`src/rtl/cordic_vector_engine.sv`:
```
// Vectoring-mode CORDIC engine: pops one I/Q word from the sample FIFO, returns magnitude and phase.
// Define CORDIC_GAIN_COMP_EN to add a GAIN state that scales the magnitude by 1/K (~0.60725).
module cordic_vector_engine #(
  parameter int DW     = 16,
  parameter int ITER   = 16,
  parameter int RD_LAT = 2,
  parameter int MAGW   = 18
) (
  input  logic                CLK,
  input  logic                RESET,
  input  logic                FIFO_EMPTY,
  output logic                FIFO_RE,
  input  logic [2*DW-1:0]     FIFO_Q,
  output logic [MAGW-1:0]     OUT_MAG,
  output logic signed [15:0]  OUT_PHASE,
  output logic                OUT_VALID,
  input  logic                OUT_READY,
  output logic                BUSY
);
  localparam int XW = DW + 2;
  localparam int CW = (RD_LAT > 2) ? $clog2(RD_LAT) : 1;

  typedef enum logic [2:0] {
    IDLE,
    WAIT_RD,
    PRE,
    ROT,
`ifdef CORDIC_GAIN_COMP_EN
    GAIN,
`endif
    DONE
  } state_t;

  state_t               state, state_nxt;
  logic [CW-1:0]        lat_cnt;
  logic [3:0]           rot_i;
  logic                 last_rot;
  logic                 zero_in;
  logic signed [XW-1:0] x, y;
  logic signed [15:0]   z;

  logic signed [DW-1:0] i_in, q_in;
  logic signed [XW-1:0] xe, ye, x_fold, y_fold, x_rot, y_rot, xs, ys;
  logic signed [15:0]   z_fold, z_rot;

  function automatic logic signed [15:0] atan_lut(input logic [3:0] idx);
    case (idx)
      4'd0:    return 16'sd8192;
      4'd1:    return 16'sd4836;
      4'd2:    return 16'sd2555;
      4'd3:    return 16'sd1297;
      4'd4:    return 16'sd651;
      4'd5:    return 16'sd326;
      4'd6:    return 16'sd163;
      4'd7:    return 16'sd81;
      4'd8:    return 16'sd41;
      4'd9:    return 16'sd20;
      4'd10:   return 16'sd10;
      4'd11:   return 16'sd5;
      4'd12:   return 16'sd3;
      4'd13:   return 16'sd1;
      4'd14:   return 16'sd1;
      default: return 16'sd0;
    endcase
  endfunction

`ifdef CORDIC_GAIN_COMP_EN
  // x is non-negative after vectoring, so truncating the shifted product is a plain floor.
  function automatic logic [MAGW-1:0] gain_comp(input logic signed [XW-1:0] xv);
    logic signed [XW+16:0] prod;
    prod = xv * $signed(17'd39797);
    return MAGW'(prod >>> 16);
  endfunction
`endif

  assign i_in     = FIFO_Q[2*DW-1:DW];
  assign q_in     = FIFO_Q[DW-1:0];
  assign xe       = XW'(i_in);
  assign ye       = XW'(q_in);
  assign last_rot = (rot_i == 4'(ITER - 1));
  assign BUSY     = (state != IDLE);

  // Fold left-half-plane vectors into the right half so the rotations converge.
  always_comb begin
    x_fold = xe;
    y_fold = ye;
    z_fold = 16'sd0;
    if (xe[XW-1]) begin
      if (!ye[XW-1]) begin
        x_fold = ye;
        y_fold = -xe;
        z_fold = 16'sd16384;
      end else begin
        x_fold = -ye;
        y_fold = xe;
        z_fold = -16'sd16384;
      end
    end
  end

  always_comb begin
    xs = x >>> rot_i;
    ys = y >>> rot_i;
    if (!y[XW-1]) begin
      x_rot = x + ys;
      y_rot = y - xs;
      z_rot = z + atan_lut(rot_i);
    end else begin
      x_rot = x - ys;
      y_rot = y + xs;
      z_rot = z - atan_lut(rot_i);
    end
  end

  always_comb begin
    state_nxt = state;
    FIFO_RE   = 1'b0;
    case (state)
      IDLE: begin
        if (!FIFO_EMPTY && !RESET) begin
          FIFO_RE   = 1'b1;
          state_nxt = (RD_LAT > 1) ? WAIT_RD : PRE;
        end
      end
      WAIT_RD: if (lat_cnt == CW'(1)) state_nxt = PRE;
      PRE:     state_nxt = ROT;
`ifdef CORDIC_GAIN_COMP_EN
      ROT:     if (last_rot) state_nxt = GAIN;
      GAIN:    state_nxt = DONE;
`else
      ROT:     if (last_rot) state_nxt = DONE;
`endif
      DONE:    if (OUT_READY) state_nxt = IDLE;
      default: state_nxt = IDLE;
    endcase
  end

  always_ff @(posedge CLK) begin
    if (RESET) state <= IDLE;
    else       state <= state_nxt;
  end

  always_ff @(posedge CLK) begin
    if (RESET) begin
      lat_cnt   <= '0;
      rot_i     <= '0;
      OUT_VALID <= 1'b0;
      OUT_MAG   <= '0;
      OUT_PHASE <= '0;
    end else begin
      case (state)
        IDLE:    lat_cnt <= CW'(RD_LAT - 1);
        WAIT_RD: lat_cnt <= lat_cnt - 1'b1;
        PRE:     rot_i   <= '0;
        ROT: begin
          rot_i <= rot_i + 1'b1;
`ifndef CORDIC_GAIN_COMP_EN
          if (last_rot) begin
            OUT_MAG   <= MAGW'(x_rot);
            OUT_PHASE <= zero_in ? 16'sd0 : z_rot;
            OUT_VALID <= 1'b1;
          end
`endif
        end
`ifdef CORDIC_GAIN_COMP_EN
        GAIN: begin
          OUT_MAG   <= gain_comp(x);
          OUT_PHASE <= zero_in ? 16'sd0 : z;
          OUT_VALID <= 1'b1;
        end
`endif
        DONE:    if (OUT_READY) OUT_VALID <= 1'b0;
        default: ;
      endcase
    end
  end

  // ---- datapath: load folded vector in PRE, one micro-rotation per ROT cycle ----
  always_ff @(posedge CLK) begin
    if (state == PRE) begin
      x       <= x_fold;
      y       <= y_fold;
      z       <= z_fold;
      zero_in <= (i_in == '0) && (q_in == '0);
    end else if (state == ROT) begin
      x <= x_rot;
      y <= y_rot;
      z <= z_rot;
    end
  end

endmodule

```
`config.mk`:
```
export PLATFORM = sky130hd
export DESIGN_NAME = cordic_vector_engine
export DESIGN_NICKNAME = d
export VERILOG_FILES = /design/src/rtl/cordic_vector_engine.sv
export SDC_FILE = /design/constraint.sdc
export NUM_CORES = 1
export LEC_CHECK = 0
export CORE_UTILIZATION = 41
export CTS_BUF_LIST = sky130_fd_sc_hd__clkbuf_2 sky130_fd_sc_hd__clkbuf_4 sky130_fd_sc_hd__clkbuf_8
export DETAILED_ROUTE_END_ITERATION = 12
export PLACE_DENSITY = 0.56
export SLEW_MARGIN = 20
export SYNTH_ARGS = -nofsm -noshare
export SYNTH_HDL_FRONTEND = slang
export SYNTH_SLANG_ARGS = --single-unit
```
`constraint.sdc`:
```
create_clock -name CLK -period 11.87 [get_ports CLK]
set_input_delay 2.374 -clock CLK [delete_from_list [all_inputs] [get_ports CLK]]
set_output_delay 2.374 -clock CLK [all_outputs]
set_load 0.005 [all_outputs]
```
# Word level (Yosys, flattened, before mapping)
# Memories as Yosys holds them, arrays and structs flattened. A register that Yosys moved wholly into a read port is not among the register bits.
# Index checks and enable logic that the tools add are counted.
dict set report word_totals {
  ff_bits 96
  romBits 448
  input_bits 36
  out_inout_bits 37
  word_cells 81
  n_memories 2
}
# memory depth word_bits rd rd_ports_with_merged_regs wr line_no
set mem_list {}
lappend mem_list {{(name not given)} 16 14 1 1 0 47} ;# case (idx)
lappend mem_list {{(name not given)} 16 14 1 1 0 47}
dict set report op_classes {
  n_addsub 10
  n_eq_ne 9
  shifts 2
  muxes 34
  reduce_logical 14
}
# cell n
set op_table {}
lappend op_table {{$mux W18} 10}
lappend op_table {{$mux W16} 8}
lappend op_table {{$add A18 B18 Y18} 2}
lappend op_table {{$neg A16 Y18} 2}
lappend op_table {{$sshr A18 B4 Y18} 2}
lappend op_table {{$sub A18 B18 Y18} 2}
lappend op_table {{$logic_not A16 Y1} 2}
lappend op_table {{$add A16 B16 Y16} 1}
lappend op_table {{$mux W4} 4}
lappend op_table {{$sub A16 B16 Y16} 1}
lappend op_table {{$pmux W3 S5} 1}
lappend op_table {{$mux W3} 4}
lappend op_table {{$ne A2 B2 Y1 const B} 4}
lappend op_table {{$pmux W4 S2} 1}
lappend op_table {{$eq A3 B2 Y1 const B} 2}
lappend op_table {{$reduce_bool A2 Y1} 3}
lappend op_table {{$add A4 B1 Y4 const B} 1}
lappend op_table {{$eq A4 B4 Y1 const B} 1}
lappend op_table {{$mux W1} 4}
lappend op_table {{$pmux W1 S2} 2}
lappend op_table {{$reduce_and A4 Y1} 1}
lappend op_table {{$eq A3 B1 Y1 const B} 1}
lappend op_table {{$eq A3 B3 Y1 const B} 1}
lappend op_table {{$logic_not A3 Y1} 1}
lappend op_table {{6 further kinds} 8}

# Longest topological paths before layout
dict set report logic_depth {
  ltp_word 5
  mapped_depth 23
  mapped_depth_nobuf 20
}

# Worst setup path after synthesis
# Ideal clock, no wire load.
dict set report synth_path {
  path_kind {input-to-output}
  startpoint {in RESET}
  endpoint {out FIFO_RE}
  arrival_ps 3055
  slack_ps 6441
  stages 3
  n_path_buf 1
  cell_sequence {clkbuf_1 or2_2 nor4_1}
}
dict set report synth_via {
  elab_chain_cells 4
}
# item line_no
set synth_rtl {}
lappend synth_rtl {{from (decl)} 10} ;# input logic RESET,
lappend synth_rtl {{$logic_not A1 Y1} 120} ;# if (!FIFO_EMPTY && !RESET) begin
lappend synth_rtl {{$logic_and A1 B1 Y1} 120}
lappend synth_rtl {{$mux W1} 120}
lappend synth_rtl {{$mux W1} 118} ;# case (state)
lappend synth_rtl {{to (decl)} 12} ;# output logic FIFO_RE,
# Every way passes these cells.

# Final worst setup path
# Same ends and word-level chain as after synthesis.

==> summary.txt <==
Status
  – Outcome: complete, no violations

Synth
  – Synth top area share: 0.1535
  – Synth Instances: 1224
  – Post-synth top area cell: edfxtp_1
  – Yosys warns: 0
  – Mapped Area: 10370 µm²
  – Ys async rst share: 0
  – Syn_area_per_cell: 8.469 µm²
  – Netlist cell types: 87
  – Syn Nets: 1324
  – Post-synthesis sequential element count: 110
  – Number of synthesized flops with an enable pin: 53
  – Synth Flop Type: dfxtp_1
  – Top post-synthesis cells by area: edfxtp_1 (15%), dfxtp_1 (11%), ha_1 (7.4%)
  – Register area share after synthesis: 0.2636

Placed design
  – Hpwl dp: 22.53 mm
  – GPL Wtd Cong: 0.8857
  – Area after DPL: 11190 µm²
  – Number of port buffers: 72

Die
  – Die area: 25920 µm²
  – Initial core utilization: 0.4225
  – Number of top-level pins: 73
  – Die Height: 161.0 µm
  – Core area: 24530 µm²
  – Die width: 161.0 µm
  – Row cnt: 57

STA
  – Final Skew: 0.02638 ns
  – Final max-slew violation count: 0
  – Fmax: 0.1587 GHz
  – Setup TNS: 0 ns
  – Crit share post-route: 0.5308
  – Crit path time final: 6.300 ns
  – RSZ-0062 raised after global routing: false
  – Slew margin rel.: 0.3590
  – Worst-Margin Slew: 0.9616 ns
  – Final hold vios: 0
  – Setup violators final: 0

CTS
  – CTS Sinks: 110
  – CTS tree: done
  – CTS buffer count: 9
  – Clk pin slew, worst setup/hold paths: 0.12 ns
  – Worst-Skew Late Latency: 0.41 ns
  – Gates resized, CTS repair: 0
  – CTS max path bufs: 2
  – Post-CTS Setup Inserts: 0
  – CTS root buf: clkbuf_8
  – Max H-tree Level: 3
  – Hold Buf Count CTS: 0

Worst setup path
  – Max stage delay on crit path: 0.54 ns
  – Worst-path cell chain: buf_2 > or2_2 > nor4_1 > clkdlybuf4s50_1
  – Crit path launch type: primary input
  – Crit. End Element: output port
  – Critical path's slowest cell: clkdlybuf4s50_1
  – Crit path kind: in -> out
  – Worst path required time: 9.50 ns
  – Arr. time, crit path: 3.93 ns
  – Max FO, Critical Path: 50

Detailed routing
  – Final ANT Viol Nets: 0
  – Initial DRC Count: 730
  – Routed len/inst: 19.44 µm
  – Drt first pass iters: 5
  – Drt via density: 5.885
  – DR vias: 9316
  – DR DRC count: 0
  – Aggregate routed wire length: 30.77 mm

Global route
  – Initial antenna violation count: 1
  – First-pass GRT wire length: 48.62 mm
  – Grt ovf: 0
  – Largest net degree at the start of global routing: 63
  – Vias in the first global route: 8741
  – Gr usage total: 0.2382

Min path
  – Worst min-delay path class: reg -> reg

Pwr
  – Leakage: 4.305 nW
  – Pwr dens: 117.6 nW/µm²
  – Max rail drop VDD: 0.07068 mV
  – Pwr Total: 1.339 mW

Finish
  – Syn-to-layout area delta: 9.874%
  – Final instance area: 11390 µm²
  – Nets: 1353
  – Fillers: 2456
  – Share of cells above drive strength 1: 0.06995

Run
  – Max-Cap Viols: 0
==> layout make-up <==
type | count | area [µm²] | area share
Antenna cell | 1 | 2.502 | 0.0002197
Clock buffer | 10 | 131.4 | 0.01153
Clock inverter | 6 | 62.56 | 0.005493
Inverter | 46 | 172.7 | 0.01516
Multi-Input combinational cell | 1003 | 7087 | 0.6222
Sequential cell | 110 | 2735 | 0.2401
Tap cell | 324 | 405.4 | 0.03559
Timing Repair Buffer | 83 | 793.3 | 0.06965
==> synth_stat cells (40+ instances only) <==
master and count:
xor2_1 43, clkbuf_1 42, edfxtp_1 53, nor2_1 99
o21ai_0 86, ha_1 61, mux2i_1 43, xnor2_1 49
a21oi_1 105, nand2_1 129, dfxtp_1 57, inv_1 40
==> metal layers <==
layer | wire, µm | vias to the layer above | share of wire | global-route usage
li1 | - | 4591 | - | -
met4 | 549 | 0 | 0.018 | 0.05403
met5 | 0 | - | 0 | 0
met1 | 15550 | 4431 | 0.51 | 0.3611
met3 | 1688 | 31 | 0.055 | 0.03570
met2 | 12980 | 263 | 0.42 | 0.3529
==> final timing paths <==
path                start            to  slack [ns]  depth (start not counted)
max                 RESET       FIFO_RE        5.57                          4
min          OUT_PHASE[9]  OUT_PHASE[9]        0.46                          2
max reg2reg      rot_i[0]         y[14]        5.85                         16
min reg2reg  OUT_PHASE[9]  OUT_PHASE[9]        0.46                          2
==> cells in the final DEF (no fill, tap or decap), types with 5 or more instances in the layout <==
master / synthesis / routed
ha_1: 61 / 61
nand3b_1: 8 / 8
o31ai_1: 11 / 11
and2_1: 13 / 13
o21a_1: 13 / 13
xnor2_1: 49 / 49
nor2b_1: 8 / 8
o21ai_0: 86 / 86
nand3_1: 32 / 32
nor2_1: 99 / 99
nand2b_1: 12 / 12
xor2_1: 43 / 43
buf_4: 2 / 11
o21bai_1: 8 / 8
clkdlybuf4s50_1: 0 / 70
o41ai_1: 5 / 5
clkbuf_8: 4 / 9
a22oi_1: 9 / 9
o22ai_1: 6 / 6
nand2_1: 129 / 129
nor3_1: 33 / 33
nor3b_1: 6 / 6
o211ai_1: 20 / 20
and3_1: 14 / 14
dfxtp_1: 57 / 55
mux4_1: 14 / 14
mux4_2: 10 / 10
a21o_1: 17 / 17
a21oi_1: 105 / 105
mux2i_1: 43 / 43
or2_2: 10 / 10
mux2_2: 19 / 19
nor4_1: 7 / 7
edfxtp_1: 53 / 53
a31oi_1: 17 / 17
a211oi_1: 9 / 9
inv_1: 40 / 39
or3_1: 15 / 15
==> critical path: cells and delay by family <==
family	cells	cell delay (ns)
and+or+nand+nor	2	0.62
buffers and inverters	2	0.93
==> logic make-up (layout without fill, tap and decap cells) <==
group,after synthesis,count (layout),synth area share
and+or+nand+nor,401,401,0.1849
AOI/OAI and AO/OA,359,359,0.2200
buffers and inverters,111,145,0.05274
DFF,110,110,0.2636
xor gates and xnor gates,93,93,0.07990
muxes,86,86,0.1194
adders and majority gates,64,64,0.07942
other,0,1,0
==> stage by stage <==
| step | std cells | setup slack [ns] | utilization | hold WS (ns) |
|---|---|---|---|---|
| detailed placement | 1566 | 5.546 | 0.4562 | 0.4486 |
| floorplan | 1224 | 6.441 | - | 0.4482 |
| CTS | 1582 | 5.547 | 0.4641 | 0.4644 |
| finish | 1583 | 5.570 | 0.4642 | 0.4614 |
| global route | 1582 | 5.195 | 0.4641 | 0.4881 |
| global placement | 1566 | 5.522 | 0.4562 | 0.4436 |
==> where the power goes <==
group	switching, mW	total [mW]	leakage [nW]	internal [mW]
registers	0.0278	0.476	0.946	0.449
clock network	0.158	0.243	0.100	0.0851
logic	0.359	0.620	3.26	0.261
total	0.545	1.34	4.31	0.794
Note: power is estimated with default switching activity, not from simulation.
